**src/rtl/crc_frame_pkg.sv**
```systemverilog
`default_nettype none
// +--------------------------------------------------------------------+
// | crc_frame_pkg : FSM state type and CRC-8 step shared by the frame   |
// | transmitter.                              Revision: 1.0             |
// +--------------------------------------------------------------------+
package crc_frame_pkg;

  typedef enum logic [2:0] {
    FILL     = 3'd0,
    SEND_CNT = 3'd1,
    SEND_DAT = 3'd2,
    SEND_CRC = 3'd3,
    WAIT_RES = 3'd4,
    REPORT   = 3'd5
  } state_t;

  localparam logic [7:0] CRC_POLY_DEF = 8'h07;

  // One byte of MSB-first CRC-8: data folds in first, then eight shift/XOR steps.
  function automatic logic [7:0] crc8_next(
    input logic [7:0] crc,
    input logic [7:0] data,
    input logic [7:0] poly
  );
    logic [7:0] c;
    c = crc ^ data;
    for (int i = 0; i < 8; i++) begin
      c = c[7] ? ((c << 1) ^ poly) : (c << 1);
    end
    return c;
  endfunction

endpackage
`default_nettype wire

```
**src/rtl/crc8_acc.sv**
```systemverilog
`default_nettype none
// +--------------------------------------------------------------------+
// | crc8_acc : registered CRC-8 accumulator with clear and enable.     |
// |                                           Revision: 1.0             |
// +--------------------------------------------------------------------+
module crc8_acc
  import crc_frame_pkg::*;
#(
  parameter logic [7:0] CRC_POLY = CRC_POLY_DEF
) (
  input  logic       clk,
  input  logic       rst_n,
  input  logic       clr,
  input  logic       en,
  input  logic [7:0] data,
  output logic [7:0] crc
);

  always_ff @(posedge clk or negedge rst_n) begin
    if (!rst_n) begin
      crc <= 8'h00;
    end else if (clr) begin
      crc <= 8'h00;
    end else if (en) begin
      crc <= crc8_next(crc, data, CRC_POLY);
    end
  end

endmodule
`default_nettype wire

```
**src/rtl/crc_frame_tx.sv**
```systemverilog
`default_nettype none
// +--------------------------------------------------------------------+
// | crc_frame_tx : buffers one frame, sends length, bytes and CRC-8,    |
// | then awaits the checker token. CRC_FTX_ERR_INJECT_EN adds err_inj.  |
// |                                           Revision: 1.0             |
// +--------------------------------------------------------------------+
module crc_frame_tx
  import crc_frame_pkg::*;
#(
  parameter int         MAX_LEN     = 16,
  parameter int         TIMEOUT_CYC = 64,
  parameter logic [7:0] CRC_POLY    = CRC_POLY_DEF
) (
  input  logic       clk,
  input  logic       rst_n,
  input  logic       in_valid,
  output logic       in_ready,
  input  logic [7:0] in_data,
  input  logic       in_last,
  input  logic       in_empty,
`ifdef CRC_FTX_ERR_INJECT_EN
  input  logic       err_inj,
`endif
  output logic       cnt_valid,
  input  logic       cnt_ready,
  output logic [7:0] cnt_data,
  output logic       dat_valid,
  input  logic       dat_ready,
  output logic [7:0] dat_data,
  input  logic       res_valid,
  output logic       res_ready,
  input  logic       res_data,
  output logic       done,
  output logic       pass,
  output logic       ovf
);

  localparam int              AW        = (MAX_LEN > 1) ? $clog2(MAX_LEN) : 1;
  localparam int              TW        = $clog2(TIMEOUT_CYC + 1);
  localparam logic [7:0]      MAX_LEN_B = 8'(MAX_LEN);
  localparam logic [TW-1:0]   TMO_LAST  = TW'(TIMEOUT_CYC - 1);

  state_t          state;
  logic [7:0]      len;
  logic [7:0]      rd;
  logic [TW-1:0]   timer;
  logic            ovf_flag;
  logic [7:0]      mem [MAX_LEN];
  logic [7:0]      crc;
  logic [7:0]      crc_tx;
  logic            take;
  logic            take_byte;
  logic            crc_clr;
  logic [7:0]      len_inc;
  logic [AW-1:0]   rd_nidx;

  assign take      = (state == FILL) && in_valid && in_ready;
  assign take_byte = take && !in_empty;
  assign len_inc   = len + 8'd1;
  assign rd_nidx   = rd[AW-1:0] + AW'(1);
  assign crc_clr   = (state == REPORT);
  assign cnt_data  = len;

  crc8_acc #(
    .CRC_POLY (CRC_POLY)
  ) u_crc (
    .clk   (clk),
    .rst_n (rst_n),
    .clr   (crc_clr),
    .en    (take_byte),
    .data  (in_data),
    .crc   (crc)
  );

`ifdef CRC_FTX_ERR_INJECT_EN
  logic inj;

  // Latched with the closing beat so the corruption applies to this frame only.
  always_ff @(posedge clk or negedge rst_n) begin
    if (!rst_n) begin
      inj <= 1'b0;
    end else if (take && in_last) begin
      inj <= err_inj;
    end else if (state == REPORT) begin
      inj <= 1'b0;
    end
  end

  assign crc_tx = crc ^ {7'd0, inj};
`else
  assign crc_tx = crc;
`endif

  // Frame buffer carries no reset; len alone marks which entries are live.
  always_ff @(posedge clk) begin
    if (take_byte) begin
      mem[len[AW-1:0]] <= in_data;
    end
  end

  always_ff @(posedge clk or negedge rst_n) begin
    if (!rst_n) begin
      state     <= FILL;
      len       <= 8'd0;
      rd        <= 8'd0;
      timer     <= '0;
      ovf_flag  <= 1'b0;
      in_ready  <= 1'b0;
      cnt_valid <= 1'b0;
      dat_valid <= 1'b0;
      dat_data  <= 8'h00;
      res_ready <= 1'b0;
      done      <= 1'b0;
      pass      <= 1'b0;
      ovf       <= 1'b0;
    end else begin
      case (state)
        FILL: begin
          in_ready <= 1'b1;
          if (take_byte) begin
            len <= len_inc;
            // A full buffer closes the frame even without in_last.
            if (in_last || (len_inc == MAX_LEN_B)) begin
              ovf_flag  <= !in_last;
              in_ready  <= 1'b0;
              cnt_valid <= 1'b1;
              state     <= SEND_CNT;
            end
          end else if (take && in_last) begin
            in_ready  <= 1'b0;
            cnt_valid <= 1'b1;
            state     <= SEND_CNT;
          end
        end

        SEND_CNT: begin
          if (cnt_ready) begin
            cnt_valid <= 1'b0;
            dat_valid <= 1'b1;
            if (len != 8'd0) begin
              dat_data <= mem[rd[AW-1:0]];
              state    <= SEND_DAT;
            end else begin
              dat_data <= crc_tx;
              state    <= SEND_CRC;
            end
          end
        end

        SEND_DAT: begin
          if (dat_ready) begin
            rd <= rd + 8'd1;
            if (rd == (len - 8'd1)) begin
              dat_data <= crc_tx;
              state    <= SEND_CRC;
            end else begin
              dat_data <= mem[rd_nidx];
            end
          end
        end

        SEND_CRC: begin
          if (dat_ready) begin
            dat_valid <= 1'b0;
            res_ready <= 1'b1;
            timer     <= '0;
            state     <= WAIT_RES;
          end
        end

        WAIT_RES: begin
          timer <= timer + TW'(1);
          // A token on the expiry cycle still counts as the answer.
          if (res_valid || (timer == TMO_LAST)) begin
            pass      <= res_valid && res_data;
            ovf       <= ovf_flag;
            done      <= 1'b1;
            res_ready <= 1'b0;
            state     <= REPORT;
          end
        end

        REPORT: begin
          done     <= 1'b0;
          pass     <= 1'b0;
          ovf      <= 1'b0;
          len      <= 8'd0;
          rd       <= 8'd0;
          timer    <= '0;
          ovf_flag <= 1'b0;
          in_ready <= 1'b1;
          state    <= FILL;
        end

        default: begin
          state <= FILL;
        end
      endcase
    end
  end

endmodule
`default_nettype wire
```
**config.mk**
```make
export PLATFORM = sky130hd
export DESIGN_NAME = crc_frame_tx
export DESIGN_NICKNAME = d
export VERILOG_FILES = /design/src/rtl/crc_frame_pkg.sv /design/src/rtl/crc8_acc.sv /design/src/rtl/crc_frame_tx.sv
export SDC_FILE = /design/constraint.sdc
export NUM_CORES = 1
export LEC_CHECK = 0
export BUFFER_PORTS_ARGS = -buffer_cell sky130_fd_sc_hd__clkbuf_2
export CORE_MARGIN = 8
export CORE_UTILIZATION = 65
export DETAILED_ROUTE_END_ITERATION = 16
export PLACE_DENSITY = 0.94
export SYNTH_ARGS = -nofsm -noshare
export SYNTH_HDL_FRONTEND = slang
export SYNTH_HIERARCHICAL = 1
export SYNTH_SLANG_ARGS = --single-unit
```
**constraint.sdc**
```tcl
create_clock -name clk -period 4.88 [get_ports clk]
set_clock_uncertainty 0.1 [all_clocks]
set_input_delay 0.976 -clock clk [delete_from_list [all_inputs] [get_ports clk]]
set_output_delay 0.976 -clock clk [all_outputs]
set_load 0.1 [all_outputs]
```
After elaboration in Yosys (flattened, before gate mapping)
Memory sizes are Yosys's and may differ from the RTL's.
Cells that the tools add are included.
- bits in registers: 50
- latch bits: 0
- bits in writable memories: 128
- ROM bits: 0
- input bits: 17
- output and inout port bits: 23
- logic and storage cells: 133
- memories: 1
- memories (memory ; words ; width ; read ports ; clocked after Yosys merged registers in ; wr ports ; RTL line ; RTL):
    mem ; 16 ; 8 ; 2 ; 0 ; 1 ; crc_frame_tx.sv:48 ; logic [7:0] mem [MAX_LEN];
- add/sub/neg operators: 5
- multipliers: 0
- divide/modulo/power cells: 0
- magnitude comparators: 0
- equal/unequal tests: 17
- shift-type cells: 0
- multiplexer cells: 57
- bitwise gates (word level): 9
- reductions and logical operators: 30
- operators by type and width (cell ; count):
    two-way mux 8 bit ; 8
    two-way mux 3 bit ; 16
    case mux 8 bit (2 select lines) ; 3
    NOT 3 bit ; 8
    case mux 7 bit (3 select lines) ; 1
    two-way mux 1 bit ; 19
    adder 8 x 1 -> 8 bit (second input constant) ; 2
    case mux 1 bit (2 select lines) ; 8
    nonzero test 2 bit ; 8
    case mux 3 bit (5 select lines) ; 1
    inequality test 2 bit (second input constant) ; 6
    AND reduction 3 bit ; 4
    == test 8 x 5 -> 1 bit (second input constant) ; 1
    == test 8 bit ; 1
    AND reduction 2 bit ; 4
    nonzero test 8 bit ; 1
    subtractor 8 x 1 -> 8 bit (second input constant) ; 1
    bitwise XOR 8 bit ; 1
    adder 7 x 1 -> 7 bit (second input constant) ; 1
    == test 7 x 6 -> 1 bit (second input constant) ; 1
    two-way mux 7 bit ; 1
    AND reduction 7 bit ; 1
    == test 3 x 2 -> 1 bit (second input constant) ; 2
    == test 3 bit (second input constant) ; 2
    other kinds (10) ; 17

Longest topological paths before layout
- depth after elaboration: 19
- gate-level depth with buffers: 10

Hierarchy
The synthesis kept the hierarchy.
- modules (own cells, without submodules) (module ; instances ; cells an instance ; area an instance (um2)):
    crc_frame_tx ; 1 ; 560 ; 8366.8
    crc8_acc ; 1 ; 57 ; 636.9

Worst setup path after synthesis
OpenSTA, ideal clock, no wires.
- path type: reg-to-reg
- start point: register len[1] (netlist: cnt_data[1])
- end point: register dat_data[3]
- data arrival time: 2.947 ns
- data required time: 4.654 ns
- path slack: 1.707 ns
- stages on the path, launching flop included: 9
- path buffers: 1
- clock period less this slack: 3.173 ns
- cells stage by stage: dfrtp_1 > inv_1 > ha_1 > o31a_1 > a2111oi_4 > o221ai_2 > and2_4 > buf_6 > a221o_1
- word-level cells in the longest chain between the ends: 5
- elaborated cells between the ends (all ways): 8
- RTL lines (item ; RTL line ; RTL):
    start, declared ; crc_frame_tx.sv:44 ; logic [7:0] len;
    start signal, assigned ; crc_frame_tx.sv:121 ; len <= len_inc;
    subtractor 8 x 1 -> 8 bit ; crc_frame_tx.sv:153 ; if (rd == (len - 8'd1)) begin
    == test 8 bit ; crc_frame_tx.sv:153 ;
    two-way mux 8 bit ; crc_frame_tx.sv:153 ;
    two-way mux 8 bit ; crc_frame_tx.sv:151 ; if (dat_ready) begin
    case mux 8 bit (2 select lines) (*) ; crc_frame_tx.sv:117 ; case (state)
    end signal, assigned ; crc_frame_tx.sv:144 ; dat_data <= crc_tx;
    end signal, assigned ; crc_frame_tx.sv:154 ; dat_data <= crc_tx;
    end signal, assigned ; crc_frame_tx.sv:157 ; dat_data <= mem[rd_nidx];
    end, declared ; crc_frame_tx.sv:29 ; output logic [7:0] dat_data,
Every way passes the cells marked *; elsewhere a longest branch is shown, timed or not. The select of a mux whose other input is x is not followed.
A chain may end at the register's enable or synchronous reset.

Worst setup path after layout
- start point: register rd[2]
- end point: register dat_data[3]
- word-level cells in the longest chain between the ends: 5
- elaborated cells between the ends (all ways): 8
- RTL lines (item ; RTL line ; RTL):
    start, declared ; crc_frame_tx.sv:45 ; logic [7:0] rd;
    start signal, assigned ; crc_frame_tx.sv:152 ; rd <= rd + 8'd1;
    adder 4 x 1 -> 4 bit ; crc_frame_tx.sv:60 ; assign rd_nidx = rd[AW-1:0] + AW'(1);
    memory read (16 x 8 bit) ; n/a ;
    two-way mux 8 bit ; crc_frame_tx.sv:153 ;
    two-way mux 8 bit ; crc_frame_tx.sv:151 ;
    case mux 8 bit (2 select lines) (*) ; crc_frame_tx.sv:117 ;
Marks and branches as above.

==> impl_metrics.yaml <==
status:
  status: "finished, final reports clean"
critical_path:
  startpoint: "rd[2]$_DFFE_PN0P_"
  arrival_ns: 3.27
  cpPeakStageDelay_ns: 1.15
  worst_setup_path_start_kind: "flip-flop"
  cpMaxStageDelayCell: "dfrtp_1"
  crit_buf_inv: 0
  rr_startpoint: "rd[2]$_DFFE_PN0P_"
  path_class: "reg -> reg"
  crit_fanout: 27
  cp_top_family: "compound AO/OA/AOI/OAI gates"
  path_cells: "nor2b_1 > o31a_1 > a2111oi_4 > o221ai_2 > and2_4 > a221o_1"
  cp-end-kind: "flip-flop"
  crit_required_ns: 5.09
drt:
  drc: 0
  antenna_left: 0
  drt_first_pass_iters: 6
  wl_um: 23580
  wl_per_cell_um: 27.97
  drt_iter0_drc: 858
  num_vias: 6061
  via_per_inst: 7.190
timing:
  max_freq_ghz: 0.3270
  hold_violations: 0
  worst_pin_slew_ns: 1.221
  finalSetupViolations: 0
  fin_crit_ns: 3.058
  whs_ns: 0.4046
  maxSlewHeadroom_pct: 18.58
  rsz0062_at_grt: "false"
  fin_tns_setup_ns: 0
  slew_viol_final: 0
  final.period_utilization_pct: 62.66
place:
  dp.final_hpwl_um: 15880
  place_congestion: 1.077
  portBuffers: 39
clock_network:
  cts_made_buffers: 17
  cts_max_path_buffers: 2
  hold_buffers: 0
  clk_pin_slew_ns: 0.07
  clock_sinks: 178
  clk-insertion-delay-late_ns: 0.43
  cts_resized: 0
  cts_setup_buffers: 0
  cts_root_buf: "clkbuf_16"
  cts_tree: "yes"
  h-tree-depth: 4
grt:
  grt_start_max_net_pins: 51
  grt_pass1_vias: 6068
  grt_util_all_layers_pct: 27.45
  overflow: 0
  antenna_found_initial: 0
  grt_pass1_wl_um: 36580
finish:
  mostFrequentLayoutCell: "edfxtp_1"
  most-common-layout-cells: "edfxtp_1, mux4_2, nand2_1"
  post-route-util_pct: 72.24
  fin_nets: 674
  areaGrowthSynthToFinish_pct: 10.08
  antennaDiodeCount: 0
  drive_above_1_share_pct: 23.98
floorplanning:
  boundaryPins: 40
  die_y_um: 133.7
  rows: 43
  die_area_sq_um: 17870
  die_x_um: 133.7
  core_sq_um: 13720
  start_util_pct: 65.63
yosys:
  synth_adder_area_share_pct: 0.9728
  synth_ff_type: "edfxtp_1"
  synth_top_family_by_area: "multiplexers"
  synth_edf_count: 128
  yosys_warnings: 6
  ys_seq_area_share_pct: 56.59
  synth_seq_cells: 178
  synthSimpleGateAreaFrac_pct: 8.588
  synth_xor_area_share_pct: 5.225
  synth_compound_area_share_pct: 8.394
  avgSynthCellArea_sq_um: 14.59
  synth_cell_types: 57
  syn_nets: 641
  syn_area_sq_um: 9004
  async_reset_ff_share_pct: 28.09
  synth_mux_area_share_pct: 18.04
  postSynthCellCount: 617
flow_run:
  maxCapViolations: 0
power:
  p_per_area_nw_per_um2: 605.7
  p_leak_nw: 3.533
  vdd_ir_drop_max_mv: 0.4587
worst_hold_path:
  worstHoldPathType: "reg -> reg"
  hp-start: "done$_DFFE_PN0P_"
==> cell families (layout without fill, tap and decap cells) <==
family	after synthesis	in the layout
fa+ha+maj	7	7
flops	178	178
xor+xnor	43	43
simple gates	160	160
compound gates	103	103
buf+inv	44	90
mux	82	82
==> through the flow <==
step / power [mW] / instance area (sq um) / instances / worst slack [ns]
final: 6.003 / 9911 / 843 / 1.822
after global placement: 4.478 / 9336 / 811 / 1.930
after global routing: 6.210 / 9911 / 843 / 1.695
after floorplan: 4.014 / 9004 / 617 / 1.707
after CTS: 5.942 / 9911 / 843 / 1.897
after detailed placement: 4.579 / 9336 / 811 / 1.776
==> worst paths after layout <==
check	slack, ns	endpoint	cells after the start
hold / removal	0.40	done$_DFFE_PN0P_	2
max in group asynchronous	3.65	rd[0]$_DFFE_PN0P_	2
hold reg to reg	0.40	done$_DFFE_PN0P_	2
setup / recovery	1.82	dat_data[3]$_DFFE_PN0P_	6
min in group asynchronous	0.54	cnt_data[3]$_DFFE_PN0P_	2
setup reg to reg	1.82	dat_data[3]$_DFFE_PN0P_	6
==> sequential cells by signal (all words and copies together), names as in the netlist <==
name,flops
mem,128
cnt_data,8
dat_data,8
rd,8
u_crc/crc,8
timer,7
state,3
cnt_valid,1
dat_valid,1
done,1
in_ready,1
ovf,1
ovf_flag,1
pass,1
res_ready,1
==> worst reg2reg max path: stages (launching register included) <==
cell and delay [ns]:
dfrtp_1 1.15, nor2b_1 0.19, o31a_1 0.37, a2111oi_4 0.36
o221ai_2 0.19, and2_4 0.23, a221o_1 0.34
==> synth_stat cells (3+ instances only) <==
cell type  instances  area [sq um]
or3_1              3         18.77
ha_1               7         87.58
clkbuf_1          18         67.56
xnor2_1           23         201.4
buf_6              3         33.78
a22oi_1           24         180.2
o21a_1             3         22.52
and3_1             3         18.77
nor2_1            48         180.2
o21ai_0           23         115.1
xor2_1            13         113.9
a31oi_1            3         18.77
inv_1             10         37.54
a21oi_1           11         55.05
xnor3_1            3         67.56
nor2b_1           11         68.82
o221ai_1           8         70.07
dfrtp_1           50          1251
xor3_1             3         71.32
mux2i_1           16         160.2
nor3_1             7         35.03
a211oi_1           5         37.54
o31ai_1            3         22.52
nand2_1           50         187.7
buf_1              5         18.77
edfxtp_1         128          3844
mux4_2            64          1441
nand2b_1           6         37.54
buf_2              8         40.04
a221o_1            8         80.08
nand3_1           17         85.08
==> layer usage <==
metal	vias to the layer above	GRT usage, %	share of wire [%]	wire length, um
met2	476	42.19	47	11060
met3	103	9.789	13	3037
met4	0	13.66	5.4	1271
li1	2492	-	-	-
met5	-	0	0	0
met1	2990	33.96	35	8211
==> final cells by class <==
cell class,count,area (sq um)
Sequential cell,178,5100
Fill cell,812,3809
Multi-Input combinational cell,395,3711
Clock buffer,17,425.4
Timing Repair Buffer,48,262.8
Tap cell,180,225.2
Clock inverter,15,148.9
Inverter,10,37.54
==> power by group <==
| group | internal, mW | switching, mW | leakage, nW | total (mW) |
|---|---|---|---|---|
| Sequential | 1.76 | 0.291 | 1.80 | 2.05 |
| Combinational | 1.05 | 1.56 | 1.45 | 2.61 |
| Clock | 0.718 | 0.628 | 0.280 | 1.35 |
| Total | 3.52 | 2.48 | 3.53 | 6.00 |
Power figures use the tool's default switching activity.
